`config.mk`:
```
export PLATFORM = sky130hd
export DESIGN_NAME = delay_prog_multi
export DESIGN_NICKNAME = d
export VERILOG_FILES = /design/src/rtl/delay_prog_multi.sv
export SDC_FILE = /design/constraint.sdc
export NUM_CORES = 1
export LEC_CHECK = 0
export ABC_AREA = 1
export CAP_MARGIN = 5
export CELL_PAD_IN_SITES_DETAIL_PLACEMENT = 1
export CELL_PAD_IN_SITES_GLOBAL_PLACEMENT = 2
export CORE_MARGIN = 2
export CORE_UTILIZATION = 31
export CTS_BUF_LIST = sky130_fd_sc_hd__clkbuf_4 sky130_fd_sc_hd__clkbuf_8 sky130_fd_sc_hd__clkbuf_16
export DETAILED_ROUTE_END_ITERATION = 10
export PLACE_DENSITY = 0.74
export REMOVE_ABC_BUFFERS = 1
export SYNTH_ARGS = -nofsm -noshare
export SYNTH_HDL_FRONTEND = slang
export SYNTH_SLANG_ARGS = --single-unit
export TNS_END_PERCENT = 100
```
`constraint.sdc`:
```
create_clock -name clk -period 2.7 [get_ports clk]
set_clock_uncertainty 0.2 [all_clocks]
set_input_delay 0.405 -clock clk [delete_from_list [all_inputs] [get_ports clk]]
set_output_delay 0.405 -clock clk [all_outputs]
set_load 0.005 [all_outputs]
```
`src/rtl/delay_prog_multi.sv`:
```
// Run-time programmable delay line: one shared circular buffer, a fill counter
// gating the output-valid flag, and a zero-delay combinational bypass.
module delay_prog_multi #(
  parameter int   N    = 1,
  parameter int   D    = 16,
  parameter logic Rval = 1'b0,
  localparam int  DW   = $clog2(D+1)
) (
  input  logic          clk,
  input  logic          rst,
  input  logic [N-1:0]  i,
  input  logic          en,
  input  logic          flush,
  input  logic [DW-1:0] dly,
  output logic [N-1:0]  o,
  output logic          ov
);
  localparam int AW = (D > 1) ? $clog2(D) : 1;

  logic [N-1:0]  mem [D];
  logic [AW-1:0] wp;
  logic [DW-1:0] cnt;
  logic [DW-1:0] k;
  logic [AW:0]   raw;
  logic [AW-1:0] ridx;
  logic          hit;

  always_comb begin
    k = (32'(dly) > 32'(D)) ? DW'(D) : dly;
  end

  // (wp - k) mod D; with k = D this lands on wp, the oldest entry, read before the edge
  always_comb begin
    raw  = {1'b0, wp} + (AW+1)'(D) - (AW+1)'(k);
    ridx = (raw >= (AW+1)'(D)) ? AW'(raw - (AW+1)'(D)) : raw[AW-1:0];
    hit  = (cnt >= k);
  end

  always_comb begin
    o  = {N{Rval}};
    ov = 1'b0;
    if (rst) begin
      if (k == '0) begin
        o  = i;
        ov = 1'b1;
      end else if (hit) begin
        o  = mem[ridx];
        ov = 1'b1;
      end
    end
  end

  always_ff @(posedge clk or negedge rst) begin
    if (!rst) begin
      wp  <= '0;
      cnt <= '0;
    end else if (en) begin
      if (flush) begin
        cnt <= '0;
      end else begin
        wp <= (wp == AW'(D-1)) ? '0 : wp + 1'b1;
        if (cnt != DW'(D)) cnt <= cnt + 1'b1;
      end
    end
  end

  // Storage carries no reset; stale contents are masked by cnt
  always_ff @(posedge clk) begin
    if (en && !flush) mem[wp] <= i;
  end
endmodule

```
# --- Yosys cells after proc, flatten, opt, wreduce, memory -nomap -nowiden ---
# Memory sizes are Yosys's and may differ from the RTL's.
# Index checks and enable logic that the tools add are counted.
word_totals:
  wordCells: 33
  ram_bits: 16
  ff_bits: 9
  input_bits: 10
  memories: 1
  output_inout_bits: 2
memory_table:
  columns: ["name", "depth", "word_bits", "read_ports", "rd_clocked_by_memory_dff", "wr", "line", "rtl"]
  rows:
  - ["mem", 16, 1, 1, 0, 1, "20", "logic [N-1:0] mem [D];"]
classes:
  reduce_logical: 6
  eq_ne: 2
  n_bitwise: 1
  n_lt_le_gt_ge: 3
  muxes: 13
  add_sub_neg: 5
op_table:
  columns: ["operator", "n"]
  rows:
  - ["$mux 5", 3]
  - ["$mux 1", 8]
  - ["$mux 4", 2]
  - ["$add 4x5->5 const B", 1]
  - ["$add 5x1->5 const B", 1]
  - ["$ge 5x5->1", 1]
  - ["$ge 5x5->1 const B", 1]
  - ["$gt 5x5->1 const B", 1]
  - ["$logic_not 5->1", 1]
  - ["$ne 5x5->1 const B", 1]
  - ["$sub 5x5->5", 1]
  - ["$add 4x1->4 const B", 1]
  - ["$eq 4x4->1 const B", 1]
  - ["$reduce_and 2->1", 2]
  - ["$sub 4x1->4 const B", 1]
  - ["$reduce_bool 2->1", 1]
  - ["$logic_and 1x1->1", 1]
  - ["$logic_not 1->1", 1]
  - ["$not 1->1", 1]

# --- Logic depth before layout (Yosys ltp) ---
# Gate-level depths: netlist (run 1).
# An unclocked memory read counts as a cell.
logic_depth:
  depth_word: 9
  ltp_mapped: 14
  ltp_nobuf: 13

# --- Least setup slack after synthesis (run 1) ---
# OpenSTA, ideal clock, no wires.
synth_timing:
  path_type: "input to output"
  start: "input port dly[2]"
  end: "output port o"
  setup_slack_ns: -0.003
  t_arrival_ns: 2.098
  stages: 12
  required_ns: 2.095
  n_path_buf: 0
  path_cell_list: "nor2_1 -> nand2_1 -> a21boi_0 -> ha_1 -> inv_1 -> fa_1 -> inv_1 -> nand3_1 -> nand3_1 -> nand3_2 -> nand3_2 -> a21oi_2"
synth_between:
  elab_chain_len: 9
  word_cells_on_any_way: 12
  classes_between: "add/sub (2); order compare (3); mux (5); reduce/logical (1); memory (1)"
synth_rtl:
  columns: ["element", "line", "rtl"]
  rows:
  - ["start: declaration", "14", "input logic [DW-1:0] dly,"]
  - ["$gt 5x5->1", "29", "k = (32'(dly) > 32'(D)) ? DW'(D) : dly;"]
  - ["$mux 5 (*)", "29", null]
  - ["$sub 5x5->5", "34", "raw = {1'b0, wp} + (AW+1)'(D) - (AW+1)'(k);"]
  - ["$sub 4x1->4 or $ge 5x5->1 (tied branches)", "35", "ridx = (raw >= (AW+1)'(D)) ? AW'(raw - (AW+1)'(D)) : raw[AW-1:0];"]
  - ["$mux 4", "35", null]
  - ["$mem_v2 16x1", null, null]
  - ["$mux 1", "46", "end else if (hit) begin"]
  - ["$mux 1 (*)", "43", "if (k == '0) begin"]
  - ["$mux 1 (*)", "42", "if (rst) begin"]
  - ["end: declaration", "15", "output logic [N-1:0] o,"]
# Mark *: on every way between the ends. The rest lies on a longest branch, timed or not.

# --- Worst setup path in the final report (run 1) ---
# Same ends and word-level chain as after synthesis.

==> flow_summary.yaml, run 1 <==
status:
  status: "finished, violations left"
  violations: "negative setup slack"
job:
  drv_cap: 0
cells_and_area:
  finish.utilization_pct: 41.8
  layout_commonest_cell: "nand2_1"
  multi_input_area_um2: 938
  design_area_um2: 2110
  final_nets: 250
  syn2layout_area_growth_pct: 31.2
  seqCellArea_um2: 706
  drive_gt1_share_pct: 29.0
  final_cell_mix: "nand2_1, nor2_1, edfxtp_1, buf_4"
  num_antenna_cells: 0
  fillers: 611
hold_path:
  min_path_type: "in2async"
clock_network:
  cts_buffers: 3
  postCtsHoldBufs: 0
  clkTransAtPathRegs_ns: 0.10
  cts_tree: "done"
  cts.sinks: 25
  cts_max_level: 1
  ctsRootBufferMaster: "clkbuf_8"
  clock_path_buffers: 2
  clock_latency_ns: 0.27
critical_path:
  path_cells: "buf_6 -> nor2_4 -> nand2_2 -> a21boi_2 -> ha_2 -> inv_2 -> fa_2 -> buf_6 -> nand3_2 -> nand3_2 -> nand3_2 -> nand3_2 -> a21oi_2 -> buf_2"
  cp_max_fo: 4
  worstPathArrival_ns: 2.21
  cp-end-kind: "primary output"
  cp_top_family: "adder cells"
  path_class: "in2out"
  cpMostUsedCell: "nand3_2"
  start_kind: "primary input"
  crit_required_ns: 2.10
  critPathMaxStageDelay_ns: 0.57
  critPathBufInv: 4
  cpMaxStageDelayCell: "fa_2"
yosys:
  ys_seq_area_share_pct: 44.0
  ys_seq_elements: 25
  synth_cell_type_count: 26
  syn_inst: 195
  syn_area_um2: 1610
  synth_area_per_cell_um2: 8.23
  ys_warn_count: 0
sta:
  grt_setup_unrepaired: "yes"
  hold_violations: 0
  tightest_slew_ns: 0.312
  fmax_ghz: 0.356
  min_period_ns: 2.81
  setup_viol: 1
  min_period_over_period_pct: 104
  layout_setup_ws_ns: -0.111
  relSlewSlack_pct: 79.2
  final-max-slew-violation-count: 0
pwr:
  power_frac_comb_pct: 53.6
  p_sw_mw: 0.698
  p_int_mw: 0.916
  ir_drop_v: 0.000247
  p_clk_share_pct: 14.6
  power_frac_seq_pct: 31.8
  p_leak_nw: 0.948
  p_sw_share_pct: 43.2
  power_density_nw_per_um2: 767
placement:
  place_area_um2: 1890
  port_buffers: 11
  finalWeightedCongestion: 0.772
  dpl.hpwl_um: 3500
  dp_slack_ns: -1.06
detailed_routing:
  viasPerCell: 4.66
  routedWlPerCell_um: 14.5
  drt_iter0_drc: 34
  via_count: 1369
  drc: 0
  wirelength_um: 4270
  antenna_left: 0
  firstDrtPassIters: 4
die:
  die_x_um: 76.0
  chipHeight_um: 76.0
  rows: 26
  initial_core_util_pct: 31.8
  pin_count: 12
  dieArea_um2: 5770
  core_um2: 5040
grt:
  grt_start_max_net_pins: 17
  grt.overflow.total: 0
  track_usage_pct: 15.2
  first_global_vias: 1500
  antenna_found_initial: 0
  grt_pass1_wl_um: 7090
-- cell type report --
type | instances | area share [%]
clock inverter | 1 | 0.416
tap | 70 | 4.16
sequential | 25 | 33.5
clock buffer | 3 | 1.96
timing repair buffer | 28 | 11.4
inverter | 21 | 3.98
multi-input combinational | 146 | 44.6
-- through the flow --
| stage | power [mW] | cells | TNS (ns) | hold WS (ns) |
|---|---|---|---|---|
| floorplan | 0.970 | 192 | -0.00345 | -0.0906 |
| global placement | 1.18 | 288 | -1.48 | 0.318 |
| detailed placement | 1.23 | 288 | -1.54 | 0.326 |
| CTS | 1.58 | 294 | -0.195 | 0.303 |
| global route | 1.75 | 294 | -0.414 | 0.312 |
| finish | 1.61 | 294 | -0.111 | 0.295 |
-- cells in the mapped netlist --
| cell type | number | area share (%) |
|---|---|---|
| ha_1 | 14 | 11 |
| inv_1 | 17 | 4.0 |
| o21ai_1 | 1 | 0.31 |
| a21oi_1 | 7 | 2.2 |
| nand2_1 | 58 | 14 |
| buf_6 | 1 | 0.70 |
| xor2_1 | 2 | 1.1 |
| inv_2 | 3 | 0.70 |
| nand2_2 | 2 | 0.78 |
| xnor2_1 | 1 | 0.55 |
| nor2_1 | 27 | 6.3 |
| nand4_1 | 1 | 0.39 |
| fa_1 | 1 | 1.2 |
| nand4_2 | 1 | 0.78 |
| a21oi_2 | 1 | 0.55 |
| a21boi_0 | 1 | 0.47 |
| o21ai_0 | 4 | 1.2 |
| and3_1 | 1 | 0.39 |
| inv_4 | 1 | 0.39 |
| edfxtp_1 | 16 | 30 |
| dfrtp_1 | 9 | 14 |
| nor2_2 | 1 | 0.39 |
| nand3_1 | 19 | 5.9 |
| nand3_2 | 3 | 1.9 |
| o22ai_1 | 1 | 0.39 |
| buf_4 | 2 | 0.94 |
-- registers in the layout, indices dropped and copies added (netlist names) --
signal / flops
mem: 16
cnt: 5
wp: 4
-- worst paths after layout --
check                                    from            endpoint  slack [ns]  cells after the start
hold / removal                            rst  cnt[4]$_DFFE_PN0P_        0.29                      2
setup reg to reg           cnt[1]$_DFFE_PN0P_  cnt[3]$_DFFE_PN0P_        1.01                      8
setup / recovery                       dly[2]                   o       -0.11                     14
hold reg to reg            cnt[0]$_DFFE_PN0P_  cnt[0]$_DFFE_PN0P_        0.34                      2
max in group asynchronous                 rst   wp[2]$_DFFE_PN0P_        1.87                      2
min in group clk           cnt[0]$_DFFE_PN0P_  cnt[0]$_DFFE_PN0P_        0.34                      2
-- timing repair --
item,4_1_cts,5_1_grt
buffers inserted,2,0
pin swaps,18,14
resized for setup,51,11
setup endpoints to repair,2,2
-- power groups by stage --
stage / combinational [mW] / clock [mW] / sequential [mW]
floorplan: 0.456 / 0 / 0.514
global placement: 0.669 / 0 / 0.515
detailed placement: 0.716 / 0 / 0.517
CTS: 0.829 / 0.243 / 0.511
global route: 0.970 / 0.256 / 0.524
finish: 0.866 / 0.235 / 0.513
-- metal layers --
| metal | routed length (um) | vias up | global-route usage (%) |
|---|---|---|---|
| li1 | - | 688 | - |
| met2 | 2050 | 16 | 26.6 |
| met5 | 0 | - | 0 |
| met3 | 141 | 4 | 2.62 |
| met1 | 2030 | 661 | 19.7 |
| met4 | 44 | 0 | 3.64 |
-- kinds of logic after synthesis --
group | share of synthesized area [%]
simple gates | 30.4
flops | 44.0
buf+inv | 6.70
compound gates | 5.14
fa+ha+maj | 12.2
xor+xnor | 1.64
Note: power is estimated with default switching activity, not from simulation.
==> run 2, diff against run 1 <==
--- a/config.mk
+++ b/config.mk
@@ -9,6 +9,7 @@
 export CAP_MARGIN = 5
 export CELL_PAD_IN_SITES_DETAIL_PLACEMENT = 1
 export CELL_PAD_IN_SITES_GLOBAL_PLACEMENT = 2
+export CORE_ASPECT_RATIO = 0.75
 export CORE_MARGIN = 2
 export CORE_UTILIZATION = 31
 export CTS_BUF_LIST = sky130_fd_sc_hd__clkbuf_4 sky130_fd_sc_hd__clkbuf_8 sky130_fd_sc_hd__clkbuf_16
==> run 2 against run 1 <==
Net effect: the flow still finishes with violations (negative setup slack); first-iteration DRC count grew 12%; die area grew 0.11%; clock power shrank 6%; wire length grew 5.9%; sequential cell count is the same; cell area grew 1.7%; count of clock-buffer cells in the layout is the same; hold slack gained 0.060 ns; via count grew 0.58%; non-clock buffer count grew 4; critical path type unchanged; critical endpoint unchanged; largest power group unchanged.
==> flow_summary.yaml, run 2 (same netlist as run 1, synthesis figures left out) <==
critical_path:
  start_kind: "primary input"
  path_cells: "buf_8 -> nor2_4 -> nand2_2 -> a21boi_2 -> ha_2 -> inv_2 -> fa_2 -> buf_6 -> nand3_2 -> nand3_2 -> nand3_2 -> nand3_2 -> a21oi_2 -> buf_2"
  reg2reg_depth: 8
  cp_top_family: "adder cells"
  worstPathArrival_ns: 2.32
  path_depth: 14
  critPathMaxStageDelay_ns: 0.58
  cp-end-kind: "primary output"
  cpMostUsedCell: "nand3_2"
  cp_max_fo: 4
  critPathBufInv: 4
  path_class: "in2out"
  crit_required_ns: 2.10
  cpMaxStageDelayCell: "fa_2"
detailed_routing:
  routedWlPerCell_um: 15.7
  firstDrtPassIters: 4
  via_count: 1377
  wirelength_um: 4520
  drt_iter0_drc: 38
  viasPerCell: 4.78
  antenna_left: 0
  drc: 0
grt:
  track_usage_pct: 16.8
  antenna_found_initial: 0
  first_global_vias: 1487
  grt.overflow.total: 0
  grt_pass1_wl_um: 7410
  grt_start_max_net_pins: 17
cells_and_area:
  fillers: 576
  syn2layout_area_growth_pct: 33.4
  layout_commonest_cell: "nand2_1"
  top_register: "mem"
  largest_reg_flops: 16
  largest_registers: "mem: 16 flops, cnt: 5 flops, wp: 4 flops"
  num_antenna_cells: 0
  instances_no_fill: 288
  design_area_um2: 2140
  seqCellArea_um2: 706
  multi_input_area_um2: 950
  final_nets: 254
  final_cell_mix: "nand2_1, nor2_1, buf_4"
  drive_gt1_share_pct: 31.6
sta:
  holdWs_ns: 0.354
  hold_violations: 0
  final-max-slew-violation-count: 0
  relSlewSlack_pct: 79.2
  layout_setup_ws_ns: -0.229
  grt_setup_unrepaired: "yes"
  min_period_over_period_pct: 108
  min_period_ns: 2.93
  fmax_ghz: 0.341
  tightest_slew_ns: 0.311
  setup_viol: 1
clock_network:
  cts.sinks: 25
  clkTransAtPathRegs_ns: 0.09
  cts_tree: "done"
  clock_path_buffers: 2
  ctsRootBufferMaster: "clkbuf_8"
  cts_buffers: 3
  postCtsHoldBufs: 0
  clock_latency_ns: 0.26
  cts_max_level: 1
die:
  dieArea_um2: 5780
  chipHeight_um: 66.3
  core_um2: 4930
  die_x_um: 87.1
  pin_count: 12
  rows: 22
  initial_core_util_pct: 32.6
pwr:
  power_density_nw_per_um2: 764
  power_frac_comb_pct: 55.0
  p_leak_nw: 0.963
  p_int_mw: 0.924
  p_clk_share_pct: 13.6
  ir_drop_v: 0.000284
  total_power_mw: 1.64
  p_sw_share_pct: 43.5
  p_sw_mw: 0.712
  power_frac_seq_pct: 31.4
hold_path:
  min_path_type: "reg2reg"
  hold_path_depth: 2
placement:
  place_area_um2: 1880
  port_buffers: 11
  placed_cells: 279
  dpl.hpwl_um: 3400
  dp_slack_ns: -1.21
  finalWeightedCongestion: 0.806
status:
  violations: "negative setup slack"
  status: "finished, violations left"
job:
  drv_cap: 0
## run 2: changes by cell type in the layout (fill, tap and decap cells not counted), sizes merged
cell | previous run | this run
buf | 22 | 26
clkbuf | 3 | 4
clkinvlp | 0 | 1
dlygate4sd2 | 1 | 0
inv | 22 | 21
## run 2: what timing repair did
action,in CTS,in global routing
gates resized for setup,61,10
endpoints found under the setup margin,2,2
buffers inserted,4,1
pin swaps,16,16
endpoints found under the hold margin,0,0
## run 2: power groups by stage
stage          clock [mW]  sequential (mW)  combinational (mW)
5_1_grt             0.243            0.521               0.997
2_1_floorplan           0            0.514               0.456
4_1_cts             0.228            0.514               0.844
3_3_place_gp            0            0.516               0.667
3_5_place_dp            0            0.518               0.698
6_report            0.222            0.513               0.901
## run 2: worst min-delay path, delay by kind of cell, from the launching register on
family           cells  cell delay [ns]
AO/OA/AOI/OAI        1             0.05
flip-flops           1             0.39
AND/OR/NAND/NOR      1             0.08
## run 2: cell type report
cell class                 count  area share, %
inverter                      21           3.92
timing repair buffer          32           13.0
tap                           60           3.51
sequential                    25           33.0
clock inverter                 1          0.351
multi-input combinational    146           44.4
clock buffer                   3           1.93
## run 2: through the flow
step / TNS [ns] / util, %
finish: -0.229 / 43.4
global route: -0.304 / 43.4
detailed placement: -1.79 / 38.2
CTS: -0.187 / 42.7
floorplan: -0.00345 / -
global placement: -1.57 / 38.2
## run 2: worst paths after layout
path | start | endpoint | slack [ns]
max | dly[2] | o | -0.23
min | cnt[0]$_DFFE_PN0P_ | cnt[0]$_DFFE_PN0P_ | 0.35
max reg2reg | cnt[0]$_DFFE_PN0P_ | cnt[3]$_DFFE_PN0P_ | 1.05
min reg2reg | cnt[0]$_DFFE_PN0P_ | cnt[0]$_DFFE_PN0P_ | 0.35
max in group asynchronous | rst | wp[1]$_DFFE_PN0P_ | 1.76
min in group asynchronous | rst | wp[3]$_DFFE_PN0P_ | 0.41
## run 2: per-layer routing
metal / share of wire (%) / vias up / wire length (um) / track usage, %
met3: 1.7 / 2 / 77 / 2.00
met5: 0 / - / 0 / 0
li1: - / 699 / - / -
met4: 0.33 / 0 / 15 / 3.27
met1: 52 / 665 / 2340 / 23.7
met2: 46 / 11 / 2090 / 28.0
